==> src/rtl/shiftreg_seq_ctrl.sv <==
// shiftreg_seq_ctrl: sequences one load-then-shift-right job on an external
// 4-bit shift register and returns its contents over a valid/ready handshake.
module shiftreg_seq_ctrl #(
    parameter int WIDTH = 4,
    parameter int AMT_W = 3
) (
    input  logic             clk,
    input  logic             rst,
    input  logic             job_valid,
    output logic             job_ready,
    input  logic [WIDTH-1:0] job_num,
    input  logic [AMT_W-1:0] job_amt,
    input  logic             job_mode,
    input  logic             job_fill,
    output logic             res_valid,
    input  logic             res_ready,
    output logic [WIDTH-1:0] res_data,
    output logic             sr_load,
    output logic [WIDTH-1:0] sr_num,
    output logic             sr_ctrl,
    output logic             sr_incoming,
    input  logic [WIDTH-1:0] sr_out
);
    typedef enum logic [1:0] {IDLE, LOAD, SHIFT, DONE} state_t;
    state_t state, state_nx;
    logic [AMT_W-1:0] amt, cnt;
    logic mode, fill;
    logic accept, last_shift;
    always_comb begin
        state_nx    = state;
        job_ready   = 1'b0;
        res_valid   = 1'b0;
        sr_ctrl     = 1'b0;
        sr_incoming = 1'b0;
        case (state)
            IDLE: begin
                job_ready = 1'b1;
                state_nx  = job_valid ? LOAD : IDLE;
            end
            LOAD: state_nx = (amt == '0) ? DONE : SHIFT;
            SHIFT: begin
                sr_ctrl     = 1'b1;
                sr_incoming = mode ? sr_out[0] : fill;
                state_nx    = (cnt == AMT_W'(1)) ? DONE : SHIFT;
            end
            DONE: begin
                res_valid = 1'b1;
                state_nx  = res_ready ? IDLE : DONE;
            end
            default: state_nx = IDLE;
        endcase
    end
    assign accept     = (state == IDLE) && job_valid;
    assign last_shift = (state == SHIFT) && (cnt == AMT_W'(1));
    always_ff @(posedge clk or posedge rst) begin
        if (rst) begin
            state    <= IDLE;
            sr_load  <= 1'b0;
            sr_num   <= '0;
            amt      <= '0;
            mode     <= 1'b0;
            fill     <= 1'b0;
            cnt      <= '0;
            res_data <= '0;
        end else begin
            state   <= state_nx;
            sr_load <= accept;
            if (accept) begin
                sr_num <= job_num;
                amt    <= job_amt;
                mode   <= job_mode;
                fill   <= job_fill;
            end
            if (state == LOAD)
                cnt <= amt;
            else if (state == SHIFT)
                cnt <= cnt - AMT_W'(1);
            // The register takes its final shift on this same edge, so capture the shifted value.
            if ((state == LOAD) && (amt == '0))
                res_data <= sr_out;
            else if (last_shift)
                res_data <= {sr_incoming, sr_out[WIDTH-1:1]};
        end
    end
endmodule

==> config.mk <==
export PLATFORM = sky130hd
export DESIGN_NAME = shiftreg_seq_ctrl
export DESIGN_NICKNAME = d
export VERILOG_FILES = /design/src/rtl/shiftreg_seq_ctrl.sv
export SDC_FILE = /design/constraint.sdc
export NUM_CORES = 1
export LEC_CHECK = 0
export CAP_MARGIN = 20
export CORE_MARGIN = 4
export CORE_UTILIZATION = 30
export DETAILED_ROUTE_END_ITERATION = 10
export PLACE_DENSITY = 0.63
export SETUP_SLACK_MARGIN = 0.2
export SLEW_MARGIN = 20
export SYNTH_ARGS = -nofsm -noshare
export SYNTH_HDL_FRONTEND = slang
export SYNTH_SLANG_ARGS = --single-unit
==> constraint.sdc <==
create_clock -name clk -period 1.5 [get_ports clk]
set_clock_uncertainty 0.05 [all_clocks]
set_input_delay 0.375 -clock clk [delete_from_list [all_inputs] [get_ports clk]]
set_output_delay 0.375 -clock clk [all_outputs]
set_load 0.01 [all_outputs]
# Word-level counts from Yosys, hierarchy flattened
# Index checks and enable logic that the tools add are counted.
[classes]
addsub = 1
n_mul = 0
n_div = 0
n_lt_le_gt_ge = 0
n_eq_ne = 4
shifts = 0
mux = 14
n_bitwise = 0
n_reduce_logical = 7
[ops]
columns = ["operator", "n"]
rows = [
  ["$mux W1", 8],
  ["$mux W4", 2],
  ["$pmux W2 S4", 1],
  ["$mux W3", 2],
  ["$eq A2 B2 Y1 const B", 2],
  ["$reduce_bool A2 Y1", 2],
  ["$eq A3 B1 Y1 const B", 1],
  ["$logic_and A1 B1 Y1", 3],
  ["$logic_not A3 Y1", 1],
  ["$sub A3 B1 Y3 const B", 1],
  ["$eq A2 B1 Y1 const B", 1],
  ["$logic_not A2 Y1", 1],
  ["$mux W2", 1],
]
[totals]
register_bits = 19
latch_bits = 0
mem_bits_rw = 0
mem_bits_ro = 0
in_bits = 17
output_inout_bits = 13
wordCells = 34
n_memories = 0

# Longest topological paths before layout
[depth]
ltp_word = 4
mapped_depth = 5
mapped_depth_nobuf = 5

# Worst setup path after synthesis
# Ideal clock, no wire load.
[synth_timing]
path_type = "register to register"
from = "reg state[0]"
to = "reg res_data[3]"
setup_ns = 0.076
arrival_ns = 1.346
required_ns = 1.374
slack_ns = 0.028
path_stages_with_launch = 6
path_buffers = 0
synth_period_minus_slack_ns = 1.472
cell_sequence = "dfrtp_1 inv_1 ha_1 nand3b_1 mux2_2 o21ai_1"
[synth_between]
elab_chain_len = 4
word_cells_on_any_way = 8
classes_between = "eq/ne (2); mux (3); reduce/logical (3)"
[synth_lines]
columns = ["item", "line", "source"]
rows = [
  ["start: declaration", "25", "state_t state, state_nx;"],
  ["start signal: assignment", "66", "state <= state_nx;"],
  ["$eq A2 B2 Y1", "35, 54", ""],
  ["$mux W1", "35", "case (state)"],
  ["$mux W4", "81", "else if (last_shift)"],
  ["$mux W4", "79", "if ((state == LOAD) && (amt == '0))"],
  ["end signal: assignment", "80", "res_data <= sr_out;"],
  ["end signal: assignment", "82", "res_data <= {sr_incoming, sr_out[WIDTH-1:1]};"],
  ["end: declaration", "17", "output logic [WIDTH-1:0] res_data,"],
]
# Parallel ways exist; a longest one is shown, timed or not. The select of a mux whose other input is x is not followed.
# A chain may end at the register's enable or synchronous reset.

# Final worst setup path
[layout_timing]
from = "reg state[0]"
to = "out sr_incoming"
[layout_between]
elab_chain_len = 2
[layout_lines]
columns = ["item", "line", "source"]
rows = [
  ["$eq A2 B2 Y1", "35", ""],
  ["$mux W1", "35", ""],
  ["end: declaration", "21", "output logic sr_incoming,"],
]
# No other way between the ends.

==> impl_metrics.py <==
metrics = {
    "status": {
        "status": "finished with violations",
        "violations": "negative setup slack",
    },
    "cells_and_area": {
        "area_delta_synth_final_pct": 57.5,
        "nets": 153,
        "n_antenna_cell": 0,
        "most-common-layout-cells": "dfrtp_1, clkdlybuf4s50_1, buf_4, buf_2, buf_6",
        "stdcell_area_um2": 1460,
        "final_common_cell": "dfrtp_1",
        "drive_gt1_share_pct": 43.0,
    },
    "detailed_routing": {
        "vias": 741,
        "wirelength_um": 2000,
        "drc": 0,
        "ant_nets": 0,
        "dr.first_iter.drc_count": 24,
        "first_pass_iters": 4,
        "viasPerCell": 4.66,
        "drt-wirelength-per-cell_um": 12.6,
    },
    "min_path": {
        "hold_path_class": "in -> async",
    },
    "cts": {
        "cts_tree": "built",
        "ctsHoldBuffers": 0,
        "path_clk_slew_ns": 0.11,
        "cts-root-buf": "clkbuf_4",
        "cts_max_level": 1,
        "clock_latency_ns": 0.29,
        "cts.sinks": 19,
        "cts_buffers": 3,
        "cts_buffer_depth": 2,
    },
    "floorplanning": {
        "rows": 19,
        "ios": 30,
        "die_h_um": 63.6,
        "die_w_um": 63.6,
        "coreArea_um2": 2850,
        "start_util_pct": 32.5,
        "die_area_um2": 4050,
    },
    "job": {
        "maxCapViolations": 0,
    },
    "sta": {
        "setup_viol": 7,
        "timing.final.crit_share_pct": 107,
        "fmax_ghz": 0.624,
        "rsz0062_at_grt": "true",
        "drv_slew": 0,
        "maxSlewHeadroom_pct": 83.2,
        "worst_slack_ns": -0.102,
        "tns_ns": -0.485,
        "fin_crit_ns": 1.60,
        "finalHoldViolCount": 0,
        "worst_slew_pin_slew_ns": 0.247,
    },
    "setup_path": {
        "crit_chain": "inv_2 > ha_4 > nor2b_4 > buf_6",
        "crit_family": "flip-flops",
        "worstPathArrival_ns": 1.18,
        "cp-endpoint": "sr_incoming",
        "worst-r2r-cell-count": 7,
        "end_kind": "output port",
        "r2r-end": "res_data[2]$_DFFE_PP0P_",
        "cp_max_fo": 4,
        "crit_path_start_kind": "flop",
        "max_stage_delay_ns": 0.40,
        "critPathBufInv": 2,
        "startpoint": "state[0]$_DFF_PP0_",
        "path_class": "reg -> out",
        "slowest_stage": "dfrtp_1",
        "cp.depth": 4,
        "timing.rr.start": "state[1]$_DFF_PP0_",
        "reg2reg_slack_ns": -0.05,
        "cp.required_ns": 1.07,
    },
    "logic_synthesis": {
        "syn_area_um2": 928,
        "synth_compound_gate_area_share_pct": 9.43,
        "synthAdderAreaFrac_pct": 9.43,
        "yosys_warnings": 0,
        "syn_nets": 102,
        "syn_inst": 78,
        "syn_area_per_cell_um2": 11.9,
        "synthSimpleGateAreaFrac_pct": 8.76,
        "synth_top_family_by_area": "multiplexers",
        "synth.mux.area_fraction_pct": 17.5,
        "synth_xor_area_share_pct": 0,
        "ys_ff_latch": 19,
        "synth_seq_area_share_pct": 51.2,
        "yosysUniqueCellTypes": 18,
    },
    "placed_design": {
        "numPortBuffers": 29,
        "placed_area_um2": 1340,
        "place_congestion": 0.682,
        "place_hpwl_um": 1450,
    },
    "global_routing": {
        "grt_max_degree": 20,
        "grt_remaining_overflow": 0,
        "grt_pass1_vias": 774,
        "antenna_found_initial": 0,
        "grt_pass1_wl_um": 3390,
        "grt_usage_pct": 10.5,
    },
    "power": {
        "leakagePower_nw": 0.699,
        "vdd_drop_max_v": 0.00104,
        "powerDensity_nw_per_um2": 1960,
    },
}
-- Yosys cell counts, drive strengths merged --
master	count	area [um2]
dfrtp	19	475
inv	9	33.8
a21boi	1	7.51
nor2b	2	12.5
a21oi	2	10.0
nand2	6	22.5
ha	7	87.6
a311oi	1	8.76
nor2	2	7.51
nand3b	2	15.0
a22oi	1	7.51
mux2i	5	50.1
nor4b	1	23.8
o21ai	10	53.8
mux2	10	113
-- worst min path at each step --
stage,from,to,slack (ns),depth (start not counted)
after floorplan,rst,amt[0]$_DFFE_PP0P_,0.28,1
after global placement,sr_num[0]$_DFFE_PP0P_,sr_num[0]$_DFFE_PP0P_,0.42,1
after detailed placement,sr_num[0]$_DFFE_PP0P_,sr_num[0]$_DFFE_PP0P_,0.44,1
after CTS,rst,sr_num[0]$_DFFE_PP0P_,0.33,3
after global routing,rst,sr_num[2]$_DFFE_PP0P_,0.34,3
final,rst,sr_num[0]$_DFFE_PP0P_,0.33,3
-- metrics by stage --
step	utilization (%)	setup WS (ns)	hold slack, ns	total power, W	cells
after floorplan	-	0.0869	0.276	0.00176	78
after global placement	46.8	-0.546	0.424	0.00228	143
after detailed placement	46.8	-0.555	0.438	0.00233	143
after CTS	49.2	-0.157	0.330	0.00271	153
after global routing	51.3	-0.175	0.335	0.00312	159
final	51.3	-0.102	0.333	0.00286	159
-- kinds of logic (layout without fill, tap and decap cells) --
| logic type | after synthesis | count (layout) |
|---|---|---|
| multiplexers | 15 | 15 |
| flip-flops | 19 | 19 |
| adder cells (fa/ha/maj) | 7 | 7 |
| AND/OR/NAND/NOR | 13 | 13 |
| AO/OA/AOI/OAI | 15 | 15 |
| buffers and inverters | 9 | 59 |
-- worst min-delay path, stage by stage --
cell and delay (ns):
clkdlybuf4s50_1 0.39, inv_1 0.05, buf_4 0.25
-- timing repair --
action                                  CTS  global route
setup buffers                             6             6
hold endpoints to repair                  0             0
pin swaps                                 6             3
endpoints found under the setup margin   29            27
resized for setup                        69             6
-- layout make-up --
class,count,area (um2)
multi-input combinational,50,500
clock buffer,3,22.5
timing repair buffer,46,383
tap,31,38.8
clock inverter,1,5.00
sequential,19,477
fill,263,1390
inverter,9,36.3
-- where the power goes --
group	switching [W]	internal [W]
clock	0.000155	0.0000992
combinational	0.000715	0.000938
sequential	0.000181	0.000771
-- per-layer routing --
metal	global-route usage, %	part of all wire [%]
met4	3.23	0.80
met1	11.5	42
met2	18.6	50
met3	3.91	6.4
met5	0	0
-- sequential cells by signal (all words and copies together) (netlist names) --
| signal | cells |
|---|---|
| amt | 3 |
| cnt | 3 |
| fill | 1 |
| mode | 1 |
| res_data | 4 |
| sr_load | 1 |
| sr_num | 4 |
| state | 2 |
(Power assumes the default switching activity.)
